## config.mk

```make
export PLATFORM = sky130hd
export DESIGN_NAME = cdb_arbiter_flat
export DESIGN_NICKNAME = d
export VERILOG_FILES = /design/src/rtl/cdb_arbiter_if.sv /design/src/rtl/cdb_arbiter.sv /design/src/flat_wrapper.sv
export SDC_FILE = /design/constraint.sdc
export NUM_CORES = 1
export LEC_CHECK = 0
export BUFFER_PORTS_ARGS = -buffer_cell sky130_fd_sc_hd__buf_4
export CORE_UTILIZATION = 55
export DETAILED_ROUTE_END_ITERATION = 10
export PLACE_DENSITY_LB_ADDON = 0.05
export RECOVER_POWER = 25
export SETUP_SLACK_MARGIN = 0.1
export SLEW_MARGIN = 0
export SYNTH_ARGS = -nofsm -noshare
export SYNTH_HDL_FRONTEND = slang
export SYNTH_SLANG_ARGS = --single-unit
```

## constraint.sdc

```tcl
create_clock -name clk_in -period 5.4 [get_ports clk_in]
set_input_delay 0 -clock clk_in [delete_from_list [all_inputs] [get_ports clk_in]]
set_output_delay 0 -clock clk_in [all_outputs]
set_load 0.02 [all_outputs]
```

## src/rtl/cdb_arbiter_if.sv

```systemverilog
// -----------------------------------------------------------------------------
// cdb_arbiter_if
// Bundle of signals between the functional-unit result ports and the
// common-data-bus arbiter.
//
//   fu_valid_in    [NUM_FU]        per-port result valid
//   fu_rob_ix_in   [NUM_FU*ROB_W]  packed ROB index, port i at [i*ROB_W +: ROB_W]
//   fu_value_in    [NUM_FU*32]     packed signed result, port i at [i*32 +: 32]
//   fu_ready_out   [NUM_FU]        per-port buffer can accept a result
//   cdb_valid_out                  CDB broadcast valid
//   cdb_rob_ix_out [ROB_W]         broadcast ROB index
//   cdb_value_out  [32]            broadcast signed value
//   cdb_src_out    [SRC_W]         port that produced the broadcast
//
// Modports: master = functional-unit side, slave = arbiter.
// -----------------------------------------------------------------------------
interface cdb_arbiter_if #(
  parameter int NUM_FU = 3,
  parameter int ROB_W  = 3
);
  localparam int SRC_W = (NUM_FU > 1) ? $clog2(NUM_FU) : 1;

  logic [NUM_FU-1:0]       fu_valid_in;
  logic [NUM_FU*ROB_W-1:0] fu_rob_ix_in;
  logic [NUM_FU*32-1:0]    fu_value_in;
  logic [NUM_FU-1:0]       fu_ready_out;
  logic                    cdb_valid_out;
  logic [ROB_W-1:0]        cdb_rob_ix_out;
  logic signed [31:0]      cdb_value_out;
  logic [SRC_W-1:0]        cdb_src_out;

  modport master (
    output fu_valid_in, fu_rob_ix_in, fu_value_in,
    input  fu_ready_out, cdb_valid_out, cdb_rob_ix_out, cdb_value_out, cdb_src_out
  );

  modport slave (
    input  fu_valid_in, fu_rob_ix_in, fu_value_in,
    output fu_ready_out, cdb_valid_out, cdb_rob_ix_out, cdb_value_out, cdb_src_out
  );
endinterface

```

## src/rtl/cdb_arbiter.sv

```systemverilog
// -----------------------------------------------------------------------------
// cdb_arbiter
// Common-data-bus arbiter. Each functional-unit port owns a small result FIFO;
// one result per cycle is granted round-robin among the non-empty FIFOs and
// registered onto the CDB outputs.
//
// Ports:
//   clk_in    sole clock, rising edge
//   rst_n_in  asynchronous active-low reset
//   flush_in  synchronous flush: drops every buffered result, rr pointer to 0
//   bus       cdb_arbiter_if.slave (FU result inputs, ready, CDB outputs)
// -----------------------------------------------------------------------------
module cdb_arbiter #(
  parameter int NUM_FU     = 3,
  parameter int FIFO_DEPTH = 2,
  parameter int ROB_W      = 3
) (
  input  logic            clk_in,
  input  logic            rst_n_in,
  input  logic            flush_in,
  cdb_arbiter_if.slave    bus
);

  localparam int SRC_W = (NUM_FU > 1) ? $clog2(NUM_FU) : 1;
  localparam int PTR_W = $clog2(FIFO_DEPTH);
  localparam int CNT_W = $clog2(FIFO_DEPTH + 1);
  localparam int ENT_W = ROB_W + 32;

  // Per-port FIFO status, collected from the generate blocks
  logic [NUM_FU-1:0] nonempty;
  logic [NUM_FU-1:0] ready;
  logic [NUM_FU-1:0] pop;
  logic [ENT_W-1:0]  head [NUM_FU];

  // Arbitration result
  logic              grant_valid;
  logic [SRC_W-1:0]  grant_ix;
  logic [SRC_W:0]    scan_ix;

  // CDB output and round-robin state
  logic              cdb_valid_q, cdb_valid_d;
  logic [ROB_W-1:0]  cdb_rob_ix_q, cdb_rob_ix_d;
  logic [31:0]       cdb_value_q, cdb_value_d;
  logic [SRC_W-1:0]  cdb_src_q, cdb_src_d;
  logic [SRC_W-1:0]  rr_ptr_q, rr_ptr_d;

  // ---------------------------------------------------------------------------
  // Per-port result FIFOs
  // ---------------------------------------------------------------------------
  for (genvar gi = 0; gi < NUM_FU; gi++) begin : g_port
    logic [PTR_W-1:0] wr_ptr_q, wr_ptr_d;
    logic [PTR_W-1:0] rd_ptr_q, rd_ptr_d;
    logic [CNT_W-1:0] count_q, count_d;
    logic [ENT_W-1:0] mem_q [FIFO_DEPTH];
    logic             push;

    // Ready comes from registered occupancy only; a full FIFO that is being
    // popped this cycle still reports not-ready. Forced low during reset.
    assign ready[gi]    = rst_n_in && (count_q != CNT_W'(FIFO_DEPTH));
    assign nonempty[gi] = (count_q != '0);
    assign head[gi]     = mem_q[rd_ptr_q];
    assign push         = bus.fu_valid_in[gi] && ready[gi] && !flush_in;
    assign pop[gi]      = grant_valid && (grant_ix == SRC_W'(gi)) && !flush_in;

    always_comb begin
      wr_ptr_d = wr_ptr_q;
      rd_ptr_d = rd_ptr_q;
      count_d  = count_q;
      if (flush_in) begin
        wr_ptr_d = '0;
        rd_ptr_d = '0;
        count_d  = '0;
      end else begin
        // Depth is a power of two, so pointers wrap naturally
        if (push)    wr_ptr_d = wr_ptr_q + PTR_W'(1);
        if (pop[gi]) rd_ptr_d = rd_ptr_q + PTR_W'(1);
        if (push && !pop[gi])      count_d = count_q + CNT_W'(1);
        else if (!push && pop[gi]) count_d = count_q - CNT_W'(1);
      end
    end

    always_ff @(posedge clk_in or negedge rst_n_in) begin
      if (!rst_n_in) begin
        wr_ptr_q <= '0;
        rd_ptr_q <= '0;
        count_q  <= '0;
      end else begin
        wr_ptr_q <= wr_ptr_d;
        rd_ptr_q <= rd_ptr_d;
        count_q  <= count_d;
      end
    end

    // Storage needs no reset: occupancy alone decides what is valid
    always_ff @(posedge clk_in) begin
      if (push) begin
        mem_q[wr_ptr_q] <= {bus.fu_rob_ix_in[gi*ROB_W +: ROB_W],
                            bus.fu_value_in[gi*32 +: 32]};
      end
    end
  end

  // ---------------------------------------------------------------------------
  // Round-robin grant: first non-empty port scanning from rr_ptr upward,
  // wrapping modulo NUM_FU (which need not be a power of two).
  // ---------------------------------------------------------------------------
  always_comb begin
    grant_valid = 1'b0;
    grant_ix    = '0;
    scan_ix     = '0;
    for (int k = 0; k < NUM_FU; k++) begin
      scan_ix = {1'b0, rr_ptr_q} + (SRC_W+1)'(k);
      if (scan_ix >= (SRC_W+1)'(NUM_FU)) scan_ix = scan_ix - (SRC_W+1)'(NUM_FU);
      if (!grant_valid && nonempty[scan_ix[SRC_W-1:0]]) begin
        grant_valid = 1'b1;
        grant_ix    = scan_ix[SRC_W-1:0];
      end
    end
  end

  // ---------------------------------------------------------------------------
  // CDB output register and round-robin pointer
  // ---------------------------------------------------------------------------
  always_comb begin
    cdb_valid_d  = 1'b0;
    cdb_rob_ix_d = cdb_rob_ix_q;
    cdb_value_d  = cdb_value_q;
    cdb_src_d    = cdb_src_q;
    rr_ptr_d     = rr_ptr_q;
    if (flush_in) begin
      rr_ptr_d = '0;
    end else if (grant_valid) begin
      cdb_valid_d                 = 1'b1;
      {cdb_rob_ix_d, cdb_value_d} = head[grant_ix];
      cdb_src_d                   = grant_ix;
      rr_ptr_d = (grant_ix == SRC_W'(NUM_FU - 1)) ? '0 : grant_ix + SRC_W'(1);
    end
  end

  always_ff @(posedge clk_in or negedge rst_n_in) begin
    if (!rst_n_in) begin
      cdb_valid_q  <= 1'b0;
      cdb_rob_ix_q <= '0;
      cdb_value_q  <= '0;
      cdb_src_q    <= '0;
      rr_ptr_q     <= '0;
    end else begin
      cdb_valid_q  <= cdb_valid_d;
      cdb_rob_ix_q <= cdb_rob_ix_d;
      cdb_value_q  <= cdb_value_d;
      cdb_src_q    <= cdb_src_d;
      rr_ptr_q     <= rr_ptr_d;
    end
  end

  assign bus.fu_ready_out   = ready;
  assign bus.cdb_valid_out  = cdb_valid_q;
  assign bus.cdb_rob_ix_out = cdb_rob_ix_q;
  assign bus.cdb_value_out  = cdb_value_q;
  assign bus.cdb_src_out    = cdb_src_q;

endmodule

```

## src/flat_wrapper.sv

```systemverilog
// flat-port wrapper written by rule: the top's interface ports become plain ports
module cdb_arbiter_flat 
#(
  parameter int NUM_FU     = 3,
  parameter int FIFO_DEPTH = 2,
  parameter int ROB_W      = 3
)
  (clk_in, rst_n_in, flush_in, bus_fu_valid_in, bus_fu_rob_ix_in, bus_fu_value_in, bus_fu_ready_out, bus_cdb_valid_out, bus_cdb_rob_ix_out, bus_cdb_value_out, bus_cdb_src_out);
  cdb_arbiter_if #(.NUM_FU(NUM_FU), .ROB_W(ROB_W)) bus_i ();
  input  logic clk_in;
  input  logic rst_n_in;
  input  logic flush_in;
  input wire logic [$bits(bus_i.fu_valid_in)-1:0] bus_fu_valid_in;
  input wire logic [$bits(bus_i.fu_rob_ix_in)-1:0] bus_fu_rob_ix_in;
  input wire logic [$bits(bus_i.fu_value_in)-1:0] bus_fu_value_in;
  output wire logic [$bits(bus_i.fu_ready_out)-1:0] bus_fu_ready_out;
  output wire logic [$bits(bus_i.cdb_valid_out)-1:0] bus_cdb_valid_out;
  output wire logic [$bits(bus_i.cdb_rob_ix_out)-1:0] bus_cdb_rob_ix_out;
  output wire logic [$bits(bus_i.cdb_value_out)-1:0] bus_cdb_value_out;
  output wire logic [$bits(bus_i.cdb_src_out)-1:0] bus_cdb_src_out;
  assign bus_i.fu_valid_in = bus_fu_valid_in;
  assign bus_i.fu_rob_ix_in = bus_fu_rob_ix_in;
  assign bus_i.fu_value_in = bus_fu_value_in;
  assign bus_fu_ready_out = bus_i.fu_ready_out;
  assign bus_cdb_valid_out = bus_i.cdb_valid_out;
  assign bus_cdb_rob_ix_out = bus_i.cdb_rob_ix_out;
  assign bus_cdb_value_out = bus_i.cdb_value_out;
  assign bus_cdb_src_out = bus_i.cdb_src_out;
  cdb_arbiter #(.NUM_FU(NUM_FU), .FIFO_DEPTH(FIFO_DEPTH), .ROB_W(ROB_W)) u_core (.clk_in(clk_in), .rst_n_in(rst_n_in), .flush_in(flush_in), .bus(bus_i));
endmodule
```

Yosys cells after proc, flatten, opt, wreduce, memory -nomap -nowiden
Memories as Yosys holds them, arrays and structs flattened.
Cells that the tools add are included.
Cells by class
  add/subtract/negate cells: 18
  order comparisons: 7
  eq/ne operators: 5
  multiplexer cells: 50
  bitwise logic cells: 2
  reduce and logical (&&, ||, !) cells: 47
Operators with widths (number)
  35-bit binary-select mux with 2-bit select: 1
  35-bit 2-to-1 mux: 2
  2-bit 2-to-1 mux: 18
  1-bit 2-to-1 mux: 26
  1-bit logical AND: 23
  2-bit nonzero test: 10
  1-bit zero test: 9
  2-bit by 3-bit < comparator with 1-bit output, second input constant: 3
  3-bit nonzero test: 3
  2-bit by 1-bit adder with 2-bit output, second input constant: 4
  1-bit adder, second input constant: 6
  1-bit binary-select mux with 2-bit select: 3
  3-bit by 2-bit greater-or-equal comparator with 1-bit output, second input constant: 2
  2-bit != test, second input constant: 3
  2-bit by 1-bit subtractor with 2-bit output, second input constant: 3
  2-bit subtractor, second input constant: 3
  2-bit by 1-bit adder with 3-bit output, second input constant: 1
  2-bit by 2-bit adder with 3-bit output, second input constant: 1
  3-bit greater-or-equal comparator, second input constant: 1
  2-bit inverter with 3-bit output: 1
  2-bit by 1-bit equality test with 1-bit output, second input constant: 1
  2-bit equality test, second input constant: 1
  2-bit greater-or-equal comparator, second input constant: 1
  2-bit zero test: 1
  2 further kinds: 2
Storage, ports and cells
  register bits: 52
  RAM bits: 210
  input bits: 111
  output and inout port bits: 41
  word-level logic and storage cells: 146
  memories: 3
Memory list
  u_core.g_port[0].mem_q: depth 2, bits a word 35, read ports 1, clocked after memory_dff 0, wr ports 1, line cdb_arbiter.sv:54  | logic [ENT_W-1:0] mem_q [FIFO_DEPTH];
  u_core.g_port[1].mem_q: depth 2, bits a word 35, read ports 1, clocked after memory_dff 0, wr ports 1, line cdb_arbiter.sv:54
  u_core.g_port[2].mem_q: depth 2, bits a word 35, read ports 1, clocked after memory_dff 0, wr ports 1, line cdb_arbiter.sv:54

Longest topological paths before layout
  word-level depth: 18
  gate-level depth with buffers: 11

Worst setup path after synthesis
No wires, ideal clock.
  path type: register to register
  start point: reg u_core.g_port[1].count_q[0]
  end point: mem u_core.g_port[1].mem_q[1][0] (netlist name), enable pin
  library setup time: 0.478 ns
  arrival: 4.088 ns
  setup slack: 0.834 ns
  cell stages (with the launch flop): 5
  clock period less this slack: 4.566 ns
  cell sequence: dfrtp_1 > inv_1 > a21boi_0 > nand2_1 > nor3b_1
On the way
  cells in the longest elaborated chain, start to end: 6
RTL lines
  start, declared: line cdb_arbiter.sv:53  | logic [CNT_W-1:0] count_q, count_d;
  start signal, assigned: line cdb_arbiter.sv:90  | count_q <= count_d;
  2-bit != test: line cdb_arbiter.sv:59  | assign ready[gi] = rst_n_in && (count_q != CNT_W'(FIFO_DEPTH));
  1-bit logical AND: line cdb_arbiter.sv:59
  via bus_fu_ready_out[1]: line flat_wrapper.sv:16  | output wire logic [$bits(bus_i.fu_ready_out)-1:0] bus_fu_ready_out;
  1-bit logical AND (2 in series): line cdb_arbiter.sv:62  | assign push = bus.fu_valid_in[gi] && ready[gi] && !flush_in;
  1-bit 2-to-1 mux: line cdb_arbiter.sv:96  | if (push) begin
  1-bit 2-to-1 mux (not written as such): line cdb_arbiter.sv:97  | mem_q[wr_ptr_q] <= {bus.fu_rob_ix_in[gi*ROB_W +: ROB_W],
  end, declared: line cdb_arbiter.sv:54
The timed path passes the listed nets, and every way through them passes these cells.

Final worst setup path
  start point: reg u_core.rr_ptr_q[0]
  end point: reg u_core.cdb_value_q[12] (netlist: u_core.bus.cdb_value_out[12])
On the way
  cells in the longest elaborated chain, start to end: 15
  elaborated cells on any way between the ends: 32
  classes of those cells: add/sub (5); order compare (3); mux (18); bitwise (1); reduce/logical (5)
RTL lines
  start, declared: line cdb_arbiter.sv:45  | logic [SRC_W-1:0] rr_ptr_q, rr_ptr_d;
  start signal, assigned: line cdb_arbiter.sv:152  | rr_ptr_q <= rr_ptr_d;
  parallel branches: the longest is 15 deep, another holds 2-bit by 1-bit adder with 3-bit output
  end signal, assigned: line cdb_arbiter.sv:150  | cdb_value_q <= cdb_value_d;
  end, declared: line cdb_arbiter.sv:43  | logic [31:0] cdb_value_q, cdb_value_d;
Several ways; the timed one is not identified. The select of a mux whose other input is x is not followed.
A chain may end at the register's enable or synchronous reset.

==> flow_summary.json <==
{
  "result_of_the_run": "complete, no violations",
  "reg2reg_slack_ns": 1.73,
  "ys_ff_latch": 262,
  "tightest_slew_ns": 1.16,
  "cts.sinks": 262,
  "syn_nets": 730,
  "cts_resized": 0,
  "grt_start_max_net_pins": 59,
  "num-nets-final": 998,
  "power.share.combinational_pct": 33.2,
  "crit_path_max_fanout": 21,
  "clock_network_fraction_of_total_power_pct": 26.9,
  "synthTopCellsByArea": "sky130_fd_sc_hd__edfxtp_1 (59%), sky130_fd_sc_hd__mux2i_1 (14%), sky130_fd_sc_hd__dfrtp_1 (12%), sky130_fd_sc_hd__a221o_1 (3.3%), sky130_fd_sc_hd__buf_6 (1.7%)",
  "yosys_cell_types": 49,
  "antenna_fix_cells": 0,
  "grt_util_all_layers_pct": 24.7,
  "grt_antenna_before_repair": 0,
  "flow.area_growth_from_synthesis_pct": 30.2,
  "total_switching_power_mw": 2.13,
  "setup.worst_path.end_class": "flop",
  "worst_ir_drop_vdd_uv": 308,
  "worst-endpoint-arrival_ns": 4.07,
  "switching_fraction_pct": 32.1,
  "numCtsBuffers": 26,
  "detail_route.iter0.violations": 289,
  "globalRouteOverflowTotal": 0,
  "synth-async-reset-ratio_pct": 19.8,
  "sequential_power_share_pct": 39.9,
  "report.final.hold_viol_count": 0,
  "post-route-drc-count": 0,
  "cell_accounting_for_the_most_synthesized_area": "sky130_fd_sc_hd__edfxtp_1",
  "die_height_um": 141,
  "fmax_mhz": 272,
  "netlist_top_cells_count": "sky130_fd_sc_hd__edfxtp_1 (210), sky130_fd_sc_hd__mux2i_1 (143), sky130_fd_sc_hd__dfrtp_1 (52), sky130_fd_sc_hd__a221o_1 (35), sky130_fd_sc_hd__nor2_1 (30)",
  "p_int_mw": 4.50,
  "cts_max_level": 1,
  "max_cap_viol_count": 0,
  "tritoncts": "yes",
  "post-route-period-util_pct": 68.1,
  "first_global_vias": 7046,
  "layout.cell_area.non_filler_mm2": 0.0138,
  "fin_crit_ns": 3.67,
  "root_buffer": "sky130_fd_sc_hd__clkbuf_16",
  "report.power.total_mw": 6.62,
  "drt-vias-per-instance": 5.59,
  "final-setup-viol-count": 0,
  "postSynthCellCount": 616,
  "final.setup.tns_ns": 0,
  "placed_cell_area_mm2": 0.0119,
  "final_wtd_congestion": 0.808,
  "worst_clock_skew_ns": 0.0157,
  "synth_area_per_cell_um2": 17.2,
  "ant_nets": 0,
  "worst_setup_path_startpoint": "u_core.rr_ptr_q[0]",
  "pwr_density_cell_mw_per_mm2": 480,
  "synth_most_common_cell": "sky130_fd_sc_hd__edfxtp_1",
  "synth_enable_flop_cells": 210,
  "clk_pin_slew_worst_paths_ns": 0.06,
  "crit_path_max_incr_delay_ns": 0.93,
  "unrepaired_setup_endpoints_after_global_routing": "false",
  "dominantRegCellSynth": "sky130_fd_sc_hd__edfxtp_1",
  "post-synth-top-area-fraction_pct": 59.5,
  "worst_r2r_endpoint": "u_core.bus.cdb_value_out[12]",
  "die_area_mm2": 0.0198,
  "detailedPlacementHpwl_um": 14200,
  "grt_first_pass_wirelength_um": 37000,
  "dpl.cell_count": 980,
  "share_of_synthesized_area_occupied_by_flip_flops_and_latches_pct": 71.8,
  "timing.slew.headroom_pct": 22.7,
  "reg2reg_from": "u_core.rr_ptr_q[0]",
  "max-clock-path-buffers": 3,
  "boundary_pin_count": 152,
  "area_of_the_mapped_netlist_mm2": 0.0106,
  "yosysWarnings": 0,
  "insertion_delay_of_the_later_clocked_pin_in_the_worst_skew_pair_ns": 0.52,
  "worstRegToRegCells": 9,
  "vias": 6365,
  "detail_route.wl_per_cell_um": 20.9,
  "worst_setup_path_category": "reg2reg",
  "detailedRoute.firstPassIterationCount": 4,
  "timing_max_transition_violations_final": 0,
  "cpLargestDelayFamily": "compound AO/OA/AOI/OAI gates",
  "rows": 50,
  "leakagePower_nw": 5.20,
  "worstHoldPathType": "in2async",
  "cp_cell_sequence": "inv_1, ha_1, o21ai_0, a21oi_1, nor3_2, a31oi_4, buf_4, mux2i_1, a221o_1",
  "critPathSlowestCell": "sky130_fd_sc_hd__a31oi_4",
  "coreArea_mm2": 0.0188,
  "postRouteWirelength_um": 23800,
  "cp-start-kind": "flop",
  "critPathBufInv": 2,
  "start_util_pct": 56.5,
  "portBuffers": 151,
  "worst-endpoint-required_ns": 5.80,
  "finish.cell_count_without_fillers": 1138,
  "floorplan.die.width_um": 141,
  "final_layout_size_suffix_gt1_share_pct": 25.0
}
-- timing repair --
action | in CTS | in global routing
endpoints found under the hold margin | 276 | 0
setup buffers | 0 | 0
hold buffers | 110 | 0
-- sequential cells by signal, indices dropped and copies added, names as in the netlist --
name / count
u_core.rr_ptr_q: 2
u_core.g_port.wr_ptr_q: 3
u_core.bus.cdb_value_out: 32
u_core.g_port.count_q: 6
u_core.bus.cdb_src_out: 2
u_core.bus.cdb_valid_out: 1
u_core.bus.cdb_rob_ix_out: 3
u_core.g_port.mem_q: 210
u_core.g_port.rd_ptr_q: 3
-- layout by cell type (no fill, tap or decap), types with 21 or more instances in the layout --
cell type	instances
sky130_fd_sc_hd__a221o_1	35
sky130_fd_sc_hd__nor2_2	21
sky130_fd_sc_hd__nor2_1	30
sky130_fd_sc_hd__edfxtp_1	210
sky130_fd_sc_hd__dfrtp_1	49
sky130_fd_sc_hd__buf_4	93
sky130_fd_sc_hd__dlygate4sd3_1	110
sky130_fd_sc_hd__clkbuf_4	49
sky130_fd_sc_hd__clkbuf_16	27
sky130_fd_sc_hd__mux2i_1	143
sky130_fd_sc_hd__clkbuf_1	33
-- cells by family after synthesis --
logic type	after synthesis	synth area share (%)
adder cells (fa/ha/maj)	4	0.449
XOR/XNOR	12	0.991
flip-flops	262	71.8
buffers and inverters	42	2.68
AO/OA/AOI/OAI	68	5.88
multiplexers	145	13.7
AND/OR/NAND/NOR	83	4.53
-- metal layers --
metal	GRT usage [%]	part of all wire [%]	vias up
met5	0	0	-
met1	31.1	41	3223
met2	44.9	53	194
li1	-	-	2920
met4	5.72	1.3	0
met3	3.87	5.3	28
-- stage by stage --
step	worst slack, ns	hold WS, ns	util, %
global placement	2.03	0.122	63.6
floorplan	0.834	-0.296	-
CTS	1.75	0.147	74.0
detailed placement	1.78	0.142	63.6
global route	1.56	0.191	73.5
finish	1.73	0.132	73.5
-- cell type report --
cell class / instances / area [um2]
fill: 1224 / 4970
clock inverter: 6 / 80.1
inverter: 8 / 30.0
timing repair buffer: 274 / 2250
multi-input combinational: 312 / 2760
tap: 234 / 293
clock buffer: 42 / 772
sequential: 262 / 7610
-- power groups by stage --
stage,clock network [mW],registers [mW],logic (mW)
CTS,1.81,2.65,2.21
global placement,0,2.67,2.05
floorplan,0,2.76,1.46
finish,1.78,2.65,2.20
detailed placement,0,2.68,2.14
global route,1.88,2.67,2.35
-- how the worst max path moves through the flow --
stage / endpoint / slack, ns / cells past startpoint
floorplan: u_core.g_port[1].mem_q[1][0] / 0.83 / 4
global placement: u_core.bus.cdb_value_out[21] / 2.03 / 9
detailed placement: u_core.bus.cdb_value_out[12] / 1.78 / 9
CTS: u_core.bus.cdb_value_out[30] / 1.75 / 9
global route: u_core.bus.cdb_value_out[30] / 1.56 / 9
finish: u_core.bus.cdb_value_out[12] / 1.73 / 9
-- worst reg2reg max path, delay by kind of cell (launching register included) --
| kind | cells | cell delay (ns) |
|---|---|---|
| muxes | 1 | 0.15 |
| and+or+nand+nor | 1 | 0.13 |
| buffers and inverters | 2 | 0.55 |
| DFF | 1 | 0.40 |
| adders and majority gates | 1 | 0.54 |
| AOI/OAI and AO/OA | 4 | 1.81 |
Power figures use the tool's default switching activity.
